File: config.mk
export PLATFORM = sky130hd
export DESIGN_NAME = altusoc_wb_uart
export DESIGN_NICKNAME = d
export VERILOG_FILES = /design/src/rtl/altusoc_wb_uart.sv
export SDC_FILE = /design/constraint.sdc
export NUM_CORES = 1
export LEC_CHECK = 0
export BUFFER_PORTS_ARGS = -buffer_cell sky130_fd_sc_hd__buf_4
export CORE_MARGIN = 2
export CORE_UTILIZATION = 35
export DETAILED_ROUTE_END_ITERATION = 12
export PLACE_DENSITY = 0.63
export SLEW_MARGIN = 0
export SYNTH_ARGS = -nofsm -noshare
export SYNTH_HDL_FRONTEND = slang
export SYNTH_SLANG_ARGS = --single-unit
File: constraint.sdc
create_clock -name clk -period 3.95 [get_ports clk]
set_input_delay 0.5925 -clock clk [delete_from_list [all_inputs] [get_ports clk]]
set_output_delay 0.5925 -clock clk [all_outputs]
set_load 0.01 [all_outputs]
File: src/rtl/altusoc_wb_uart.sv
// Wishbone 8N1 UART: TX FIFO, single RX holding register, programmable divisor, level irq.
// Bus access acks one cycle after the strobe and never stalls; TX writes into a full FIFO are dropped.
module altusoc_wb_uart #(
  parameter int TX_DEPTH    = 8,
  parameter int DEFAULT_DIV = 868
) (
  input  logic        clk,
  input  logic        rstn,
  input  logic [1:0]  i_wb_adr,
  input  logic [31:0] i_wb_dat,
  input  logic [3:0]  i_wb_sel,
  input  logic        i_wb_we,
  input  logic        i_wb_cyc,
  input  logic        i_wb_stb,
  output logic [31:0] o_wb_rdt,
  output logic        o_wb_ack,
  output logic        o_irq,
  input  logic        i_rx,
  output logic        o_tx
);
  localparam int AW = $clog2(TX_DEPTH);
  localparam logic [AW:0] PTR_INC = 1;

  typedef enum logic [1:0] {IDLE, START, DATA, STOP} state_t;

  logic        acc, wr_en, wr_data, wr_stat, wr_ctrl, wr_div, rd_data;
  logic [1:0]  ctrl;
  logic [15:0] div;
  logic [7:0]  rx_data;
  logic        rx_valid, rx_overrun, rx_ferr;
  logic [31:0] rd_mux;
  logic        unused;

  assign acc     = i_wb_cyc & i_wb_stb & ~o_wb_ack;
  assign wr_en   = acc & i_wb_we & i_wb_sel[0];
  assign wr_data = wr_en & (i_wb_adr == 2'd0);
  assign wr_stat = wr_en & (i_wb_adr == 2'd1);
  assign wr_ctrl = wr_en & (i_wb_adr == 2'd2);
  assign wr_div  = wr_en & i_wb_sel[1] & (i_wb_adr == 2'd3);
  assign rd_data = acc & ~i_wb_we & (i_wb_adr == 2'd0);
  assign unused  = ^{i_wb_dat[31:16], i_wb_sel[3:2]};

  // TX FIFO: pointers carry one extra wrap bit to tell full from empty
  logic [7:0]  mem [TX_DEPTH];
  logic [AW:0] wptr, rptr;
  logic        fifo_full, fifo_empty, push, tx_pop;

  assign fifo_empty = (wptr == rptr);
  assign fifo_full  = (wptr[AW] != rptr[AW]) && (wptr[AW-1:0] == rptr[AW-1:0]);
  assign push       = wr_data & ~fifo_full;

  always_ff @(posedge clk) begin
    if (push) mem[wptr[AW-1:0]] <= i_wb_dat[7:0];
  end

  always_ff @(posedge clk or negedge rstn) begin
    if (!rstn) begin
      wptr <= '0;
      rptr <= '0;
    end else begin
      if (push)   wptr <= wptr + PTR_INC;
      if (tx_pop) rptr <= rptr + PTR_INC;
    end
  end

  // TX FSM
  state_t      tx_state;
  logic [15:0] tx_cnt, tx_div_cur;
  logic [2:0]  tx_bit;
  logic [7:0]  tx_sh;
  logic        tx_end, tx_empty;

  assign tx_end   = (tx_cnt == tx_div_cur - 16'd1);
  assign tx_empty = fifo_empty & (tx_state == IDLE);
  // popping at the end of STOP lets the next start bit follow with no idle gap
  assign tx_pop   = ~fifo_empty & ((tx_state == IDLE) | ((tx_state == STOP) & tx_end));

  always_ff @(posedge clk or negedge rstn) begin
    if (!rstn) begin
      tx_state   <= IDLE;
      o_tx       <= 1'b1;
      tx_cnt     <= '0;
      tx_div_cur <= 16'(DEFAULT_DIV);
      tx_bit     <= '0;
      tx_sh      <= '0;
    end else begin
      case (tx_state)
        IDLE, STOP: begin
          if (tx_pop) begin
            tx_state   <= START;
            o_tx       <= 1'b0;
            tx_sh      <= mem[rptr[AW-1:0]];
            tx_cnt     <= '0;
            tx_div_cur <= div;
          end else if (tx_state == STOP) begin
            if (tx_end) tx_state <= IDLE;
            else        tx_cnt   <= tx_cnt + 16'd1;
          end
        end
        START: begin
          if (tx_end) begin
            tx_state   <= DATA;
            o_tx       <= tx_sh[0];
            tx_bit     <= '0;
            tx_cnt     <= '0;
            tx_div_cur <= div;
          end else begin
            tx_cnt <= tx_cnt + 16'd1;
          end
        end
        DATA: begin
          if (tx_end) begin
            tx_cnt     <= '0;
            tx_div_cur <= div;
            if (tx_bit == 3'd7) begin
              tx_state <= STOP;
              o_tx     <= 1'b1;
            end else begin
              o_tx   <= tx_sh[1];
              tx_sh  <= tx_sh >> 1;
              tx_bit <= tx_bit + 3'd1;
            end
          end else begin
            tx_cnt <= tx_cnt + 16'd1;
          end
        end
        default: tx_state <= IDLE;
      endcase
    end
  end

  // RX: two sync flops plus one history flop for edge detection
  state_t      rx_state;
  logic        rx_s1, rx_s2, rx_s3;
  logic [15:0] rx_cnt, rx_div_cur;
  logic [2:0]  rx_bit;
  logic [7:0]  rx_sh;
  logic        rx_bit_end, rx_stop_smp, rx_deliver, rx_fe;

  assign rx_bit_end  = (rx_cnt == rx_div_cur - 16'd1);
  assign rx_stop_smp = (rx_state == STOP) & rx_bit_end;
  assign rx_deliver  = rx_stop_smp & rx_s2;
  assign rx_fe       = rx_stop_smp & ~rx_s2;

  always_ff @(posedge clk or negedge rstn) begin
    if (!rstn) begin
      rx_s1      <= 1'b1;
      rx_s2      <= 1'b1;
      rx_s3      <= 1'b1;
      rx_state   <= IDLE;
      rx_cnt     <= '0;
      rx_div_cur <= 16'(DEFAULT_DIV);
      rx_bit     <= '0;
      rx_sh      <= '0;
    end else begin
      rx_s1 <= i_rx;
      rx_s2 <= rx_s1;
      rx_s3 <= rx_s2;
      case (rx_state)
        IDLE: begin
          if (~rx_s2 & rx_s3) begin
            rx_state   <= START;
            rx_cnt     <= '0;
            rx_div_cur <= div;
          end
        end
        START: begin
          if (rx_cnt == (rx_div_cur >> 1) - 16'd1) begin
            if (rx_s2) begin
              rx_state <= IDLE;
            end else begin
              rx_state   <= DATA;
              rx_cnt     <= '0;
              rx_bit     <= '0;
              rx_div_cur <= div;
            end
          end else begin
            rx_cnt <= rx_cnt + 16'd1;
          end
        end
        DATA: begin
          if (rx_bit_end) begin
            rx_sh      <= {rx_s2, rx_sh[7:1]};
            rx_cnt     <= '0;
            rx_div_cur <= div;
            if (rx_bit == 3'd7) rx_state <= STOP;
            else                rx_bit   <= rx_bit + 3'd1;
          end else begin
            rx_cnt <= rx_cnt + 16'd1;
          end
        end
        STOP: begin
          if (rx_bit_end) rx_state <= IDLE;
          else            rx_cnt   <= rx_cnt + 16'd1;
        end
        default: rx_state <= IDLE;
      endcase
    end
  end

  always_comb begin
    rd_mux = '0;
    case (i_wb_adr)
      2'd0: rd_mux = {24'b0, rx_data};
      2'd1: rd_mux = {27'b0, rx_ferr, rx_overrun, rx_valid, tx_empty, fifo_full};
      2'd2: rd_mux = {30'b0, ctrl};
      default: rd_mux = {16'b0, div};
    endcase
  end

  // Registers; a DATA read in the delivery cycle frees the holding register first
  always_ff @(posedge clk or negedge rstn) begin
    if (!rstn) begin
      o_wb_ack   <= 1'b0;
      o_wb_rdt   <= '0;
      o_irq      <= 1'b0;
      ctrl       <= '0;
      div        <= 16'(DEFAULT_DIV);
      rx_data    <= '0;
      rx_valid   <= 1'b0;
      rx_overrun <= 1'b0;
      rx_ferr    <= 1'b0;
    end else begin
      o_wb_ack <= acc;
      o_wb_rdt <= (acc & ~i_wb_we) ? rd_mux : 32'b0;
      o_irq    <= (ctrl[0] & rx_valid) | (ctrl[1] & tx_empty);
      if (wr_ctrl) ctrl <= i_wb_dat[1:0];
      if (wr_div)  div  <= (i_wb_dat[15:0] < 16'd4) ? 16'd4 : i_wb_dat[15:0];
      if (rx_deliver & (~rx_valid | rd_data)) rx_data <= rx_sh;
      if (rx_deliver)   rx_valid <= 1'b1;
      else if (rd_data) rx_valid <= 1'b0;
      if (rx_deliver & rx_valid & ~rd_data)  rx_overrun <= 1'b1;
      else if (wr_stat & i_wb_dat[3])        rx_overrun <= 1'b0;
      if (rx_fe)                             rx_ferr <= 1'b1;
      else if (wr_stat & i_wb_dat[4])        rx_ferr <= 1'b0;
    end
  end
endmodule

# Word-level counts from Yosys, hierarchy flattened
# Memory sizes are Yosys's and may differ from the RTL's.
# Index checks and enable logic that the tools add are counted.
dict set report word_totals {
  ff_bits 165
  latch_bits 0
  ram_bits 64
  rom_bits 0
  in_bits 44
  output_inout_bits 35
  wordCells 193
  n_memories 1
}
# memory words width rd rd_ports_with_merged_regs wr line_no
set mem_list {}
lappend mem_list {mem 8 8 1 0 1 44} ;# logic [7:0] mem [TX_DEPTH];
dict set report classes {
  add_sub_neg 9
  n_mul 0
  n_div 0
  n_lt_le_gt_ge 1
  n_eq_ne 35
  shift 0
  mux 62
  n_bitwise 36
  reduce_logical 24
}
# operator count
set op_table {}
lappend op_table {{$mux W16} 16}
lappend op_table {{$pmux W16 S3} 2}
lappend op_table {{$pmux W16 S2} 2}
lappend op_table {{$pmux W16 S4} 1}
lappend op_table {{$eq A16 B16 Y1} 3}
lappend op_table {{$add A16 B1 Y16 const B} 2}
lappend op_table {{$mux W32} 1}
lappend op_table {{$sub A16 B1 Y16 const B} 2}
lappend op_table {{$and A1 B1 Y1} 26}
lappend op_table {{$ne A2 B2 Y1 const B} 13}
lappend op_table {{$mux W2} 12}
lappend op_table {{$mux W8} 3}
lappend op_table {{$mux W3} 7}
lappend op_table {{$reduce_and A5 Y1} 4}
lappend op_table {{$lt A16 B3 Y1 const B} 1}
lappend op_table {{$pmux W8 S2} 1}
lappend op_table {{$sub A15 B1 Y16 const B} 1}
lappend op_table {{$eq A2 B2 Y1 const B} 6}
lappend op_table {{$mux W1} 12}
lappend op_table {{$ne A3 B3 Y1 const B} 4}
lappend op_table {{$pmux W3 S2} 2}
lappend op_table {{$reduce_bool A2 Y1} 6}
lappend op_table {{$add A4 B1 Y4 const B} 2}
lappend op_table {{$pmux W2 S4} 1}
lappend op_table {{other kinds (18)} 37}

# Longest topological paths before layout
dict set report logic_depth {
  word_depth 8
  ltp_mapped 14
  ltp_nobuf 10
}

# Worst setup path after synthesis
# Ideal clock, no wire load.
dict set report synth_path {
  path_kind {register to register}
  start {register rx_div_cur[2]}
  end {register rx_div_cur[10]}
  setup_time_ns 0.125
  arrival_time_ns 3.529
  t_required_ns 3.825
  slack_ns 0.296
  stages_incl_launch_ff 14
  path_buffers 3
  synth_period_minus_slack_ns 3.654
  cell_sequence {dfstp_2 buf_2 inv_1 ha_1 buf_2 or3b_2 nor4_4 mux2i_1 o31ai_4 a2111oi_4 a21oi_2 a211oi_4 buf_8 mux2_4}
}
dict set report synth_via {
  elab_chain_cells 4
  elab_cells_between_ends 7
  classes_between {2 x add/sub; 4 x eq/ne; 1 x reduce/logical}
}
# item line_no
set synth_lines {}
lappend synth_lines {{start: declaration} 135} ;# logic [15:0] rx_cnt, rx_div_cur;
lappend synth_lines {{start signal: assignment} 152} ;# rx_div_cur <= 16'(DEFAULT_DIV);
lappend synth_lines {{start signal: assignment} 164} ;# rx_div_cur <= div;
lappend synth_lines {{start signal: assignment} 175} ;# rx_div_cur <= div;
lappend synth_lines {{$sub A16 B1 Y16 or $sub A15 B1 Y16 (tied branches)} {140, 168}}
lappend synth_lines {{$eq A16 B16 Y1, on equally long branches} {140, 168}}
lappend synth_lines {{$ne A2 B2 Y1 (no line)} n/a}
lappend synth_lines {{$reduce_and A5 Y1 (no line) *} n/a}
# Mark *: on every way between the ends. The rest lies on a longest branch, timed or not.
# A chain may end at the register's enable or synchronous reset.

# Worst setup path in the final report
dict set report layout_path {
  start {register rx_div_cur[1]}
  end {register rx_div_cur[7]}
}
# Same word-level chain as after synthesis.

==> summary.md <==
| Metric | Value |
|---|---|
| Final cell area excluding filler cells | `0.0130 mm2` |
| Maximum level of the CTS H-tree | `1` |
| Number of placed I/O pins | `~80` |
| Number of standard cells after synthesis | `between 900 and 1000` |
| Areal power density over the cells | `just over 700 mW/mm2` |
| Max VDD drop | `between 0.0003 and 0.0004 V` |
| Main area contributors after synthesis | `sky130_fd_sc_hd__dfrtp_1 29%, sky130_fd_sc_hd__edfxtp_1 17%, sky130_fd_sc_hd__mux2_2 6.0%` |
| Synth warn | `0` |
| Growth of design area from synthesis to finish | `15.6%` |
| Port Buffer Count | `44` |
| Max Root-Sink Buffers | `3` |
| Share of Yosys cell area claimed by the top area cell type | `0.289` |
| Clock Sinks | `about 210` |
| Final-layout setup total negative slack | `0 ns` |
| Fraction of layout instances using a drive strength above 1 | `0.243` |
| Arr. time, crit path | `4.17 ns` |
| Number of post-CTS setup repair buffers | `0` |
| Hold/Removal Path Class | `in -> async` |
| EDFF count, synth | `64` |
| Count of max-cap constraint violations | `0` |
| Die outline height | `roughly 180 um` |
| Residual DRC count | `0` |
| TritonCTS clock tree | `built` |
| Critical path class | `reg -> reg` |
| Clock input transition at the sequential cells of the worst setup and hold paths | `about 0.06 ns` |
| Number of synthesized register bits | `roughly 210` |
| Cell with the most instances after synthesis | `sky130_fd_sc_hd__dfrtp_1` |
| Global-route wire length before repair | `around 41000 um` |
| GR Overflow Total | `0` |
| Layout Nets | `1082` |
| Proportion of synthesized flip-flops having asynchronous set or reset | `0.700` |
| Worst max-slew margin expressed relative to the limit | `0.467` |
| Root Buffer | `sky130_fd_sc_hd__clkbuf_16` |
| Layout Cells excl Fill | `1443` |
| Post-place instance area | `about 0.012 mm2` |
| Antenna-violating nets left | `0` |
| Number of distinct standard cells referenced by the synthesized netlist | `a little over 80` |
| Number of pins exceeding their max-slew limit in the final report | `0` |
| F_max | `0.266 GHz` |
| Primary flip-flop cell chosen by synthesis mapping | `sky130_fd_sc_hd__dfrtp_1` |
| Pin count of the biggest net entering global routing | `72` |
| Setup crit end kind | `register` |
| Top fanout value on the critical path | `16` |
| Sequential element share of the synthesized area | `0.504` |
| Final setup violation count | `0` |
| Clock latency of the later-clocked register in the worst-skew pair | `approximately 0.53 ns` |
| Final HPWL DP | `around 17000 um` |
| DR vias/cell | `~5.3` |
| Critical Path Source Type | `register` |
| Antenna violations before repair | `0` |
| Number of global-route vias before repair | `about 7500` |
| Period minus WS final | `around 3.8 ns` |
| Endpoints failing hold | `0` |
| Chip width | `roughly 180 um` |
| Area of the die | `~0.034 mm2` |
| Avg WL per Cell | `around 17 um` |
| RePlAce Congestion | `0.826` |
| Starting Density | `0.356` |
| Hold WS | `around 0.08 ns` |
| Diodes inserted | `0` |
| Final setup skew | `roughly 0.017 ns` |
| CTS buffer count | `24` |
| Post-synthesis instance area | `around 0.011 mm2` |
| Worst-path cell chain | `inv_1 > ha_2 > or3b_2 > nor4_4 > mux2i_1 > o31ai_4 > a2111oi_4 > a311o_1 > a211oi_4 > buf_12 > mux2_2` |
| Vias | `7602` |
| Total GRT Usage | `0.150` |
| CTS Hold Bufs | `0` |
| Placement row count | `65` |
| Measured slew at the worst slew-check pin | `0.793 ns` |
| Final worst slack | `roughly 0.18 ns` |
| Setup WS pre-CTS | `around 0.11 ns` |
| Leak Pwr | `a little over 5 nW` |
| Avg Inst Size Synth | `11.6 um2` |
| Number of DRC violations after detailed-routing iteration 0 | `494` |
| Data required time at the worst endpoint | `between 4 and 5 ns` |
| Core ar. | `roughly 0.032 mm2` |
| Outcome | `finished, final reports clean` |
| Wire length after detailed routing | `24700 um` |
| Max stage delay on crit path | `~0.53 ns` |
| Number of placed instances, taps included | `1399` |
| Cell at the slowest stage of the critical path | `sky130_fd_sc_hd__or3b_2` |
| Cell type with the highest aggregate area in the netlist | `sky130_fd_sc_hd__dfrtp_1` |
| TritonRoute pass-1 iters | `5` |
| Count of cells resized by post-cts repair | `0` |
| Commonest cells in the netlist | `130 x sky130_fd_sc_hd__dfrtp_1, 64 x sky130_fd_sc_hd__edfxtp_1, 60 x sky130_fd_sc_hd__mux2_2, 60 x sky130_fd_sc_hd__nand2_1, 59 x sky130_fd_sc_hd__nor2_1` |
| Final worst path period share | `0.953` |
-- worst max-delay path, delay by kind of cell, from the launching register on --
kind,cells,cell delay (ns)
AND/OR/NAND/NOR,2,0.85
adder cells (fa/ha/maj),1,0.28
multiplexers,2,0.51
AO/OA/AOI/OAI,4,1.21
flip-flops,1,0.44
buffers and inverters,2,0.32
-- flip-flops by register name, indices dropped and copies added (netlist names), 16 cells and up, named ones only --
name	count
div	16
o_wb_rdt	16
tx_cnt	16
rx_div_cur	16
tx_div_cur	16
rx_cnt	16
mem	64
-- final cells by class --
cell class                 count  area (um2)
tap                          402         503
clock inverter                14         253
timing repair buffer          80         642
sequential                   213        5670
clock buffer                  30         643
inverter                      32         120
fill                        2929       18600
multi-input combinational    672        5170
-- routing by layer --
metal,part of all wire,global-route usage,vias up
li1,-,-,3660
met1,0.45,0.200,3789
met2,0.50,0.256,117
met3,0.032,0.0163,36
met4,0.025,0.0464,0
met5,0,0,-
-- per-stage QoR --
step	util	total power, mW
after floorplan	-	5.88
after global placement	0.382	6.68
after detailed placement	0.382	6.76
after CTS	0.410	9.26
after global routing	0.411	9.83
final	0.411	9.23
-- final timing paths --
path                                    start             to  slack (ns)  cells past startpoint
worst max-delay path            rx_div_cur[1]  rx_div_cur[7]        0.18                     11
worst min-delay path                     rstn     rx_cnt[13]        0.08                      1
max in group asynchronous                rstn           o_tx        3.03                      2
min in group clk                         i_rx          rx_s1        0.17                      1
worst max register to register  rx_div_cur[1]  rx_div_cur[7]        0.18                     11
worst min register to register          rx_s1          rx_s2        0.36                      0
-- power by group --
part	leakage, nW	internal [mW]	switching (mW)
Combinational	2.27	1.66	2.00
Sequential	2.51	2.63	0.443
Clock	0.425	1.56	0.926
Total	5.20	5.86	3.37
-- cells in the final DEF (no fill, tap or decap), types with 5 or more instances in the layout --
cell type	instances
sky130_fd_sc_hd__dfrtp_1	130
sky130_fd_sc_hd__inv_1	32
sky130_fd_sc_hd__mux2i_1	19
sky130_fd_sc_hd__mux4_2	17
sky130_fd_sc_hd__edfxtp_1	64
sky130_fd_sc_hd__a211oi_1	5
sky130_fd_sc_hd__nand2b_1	12
sky130_fd_sc_hd__dfstp_2	19
sky130_fd_sc_hd__nor2_1	59
sky130_fd_sc_hd__nor2b_1	16
sky130_fd_sc_hd__or2_2	6
sky130_fd_sc_hd__xnor2_1	54
sky130_fd_sc_hd__xor2_1	19
sky130_fd_sc_hd__mux2_2	60
sky130_fd_sc_hd__o211ai_1	22
sky130_fd_sc_hd__clkbuf_16	24
sky130_fd_sc_hd__conb_1	16
sky130_fd_sc_hd__and2_1	11
sky130_fd_sc_hd__mux2_4	8
sky130_fd_sc_hd__buf_4	76
sky130_fd_sc_hd__nor4_1	12
sky130_fd_sc_hd__o21ai_0	37
sky130_fd_sc_hd__a21oi_1	20
sky130_fd_sc_hd__bufinv_16	6
sky130_fd_sc_hd__or4_1	11
sky130_fd_sc_hd__or3_1	16
sky130_fd_sc_hd__and3_1	9
sky130_fd_sc_hd__nor3_1	22
sky130_fd_sc_hd__nand3_1	29
sky130_fd_sc_hd__ha_1	14
sky130_fd_sc_hd__nand2_1	60
sky130_fd_sc_hd__o221ai_1	17
sky130_fd_sc_hd__nand4_1	10
-- cells by family after synthesis --
group | synth area share
xor+xnor | 0.0568
flops | 0.504
other cells | 0.000333
simple gates | 0.154
mux | 0.122
fa+ha+maj | 0.0167
compound gates | 0.102
buf+inv | 0.0439
Power figures use the tool's default switching activity.
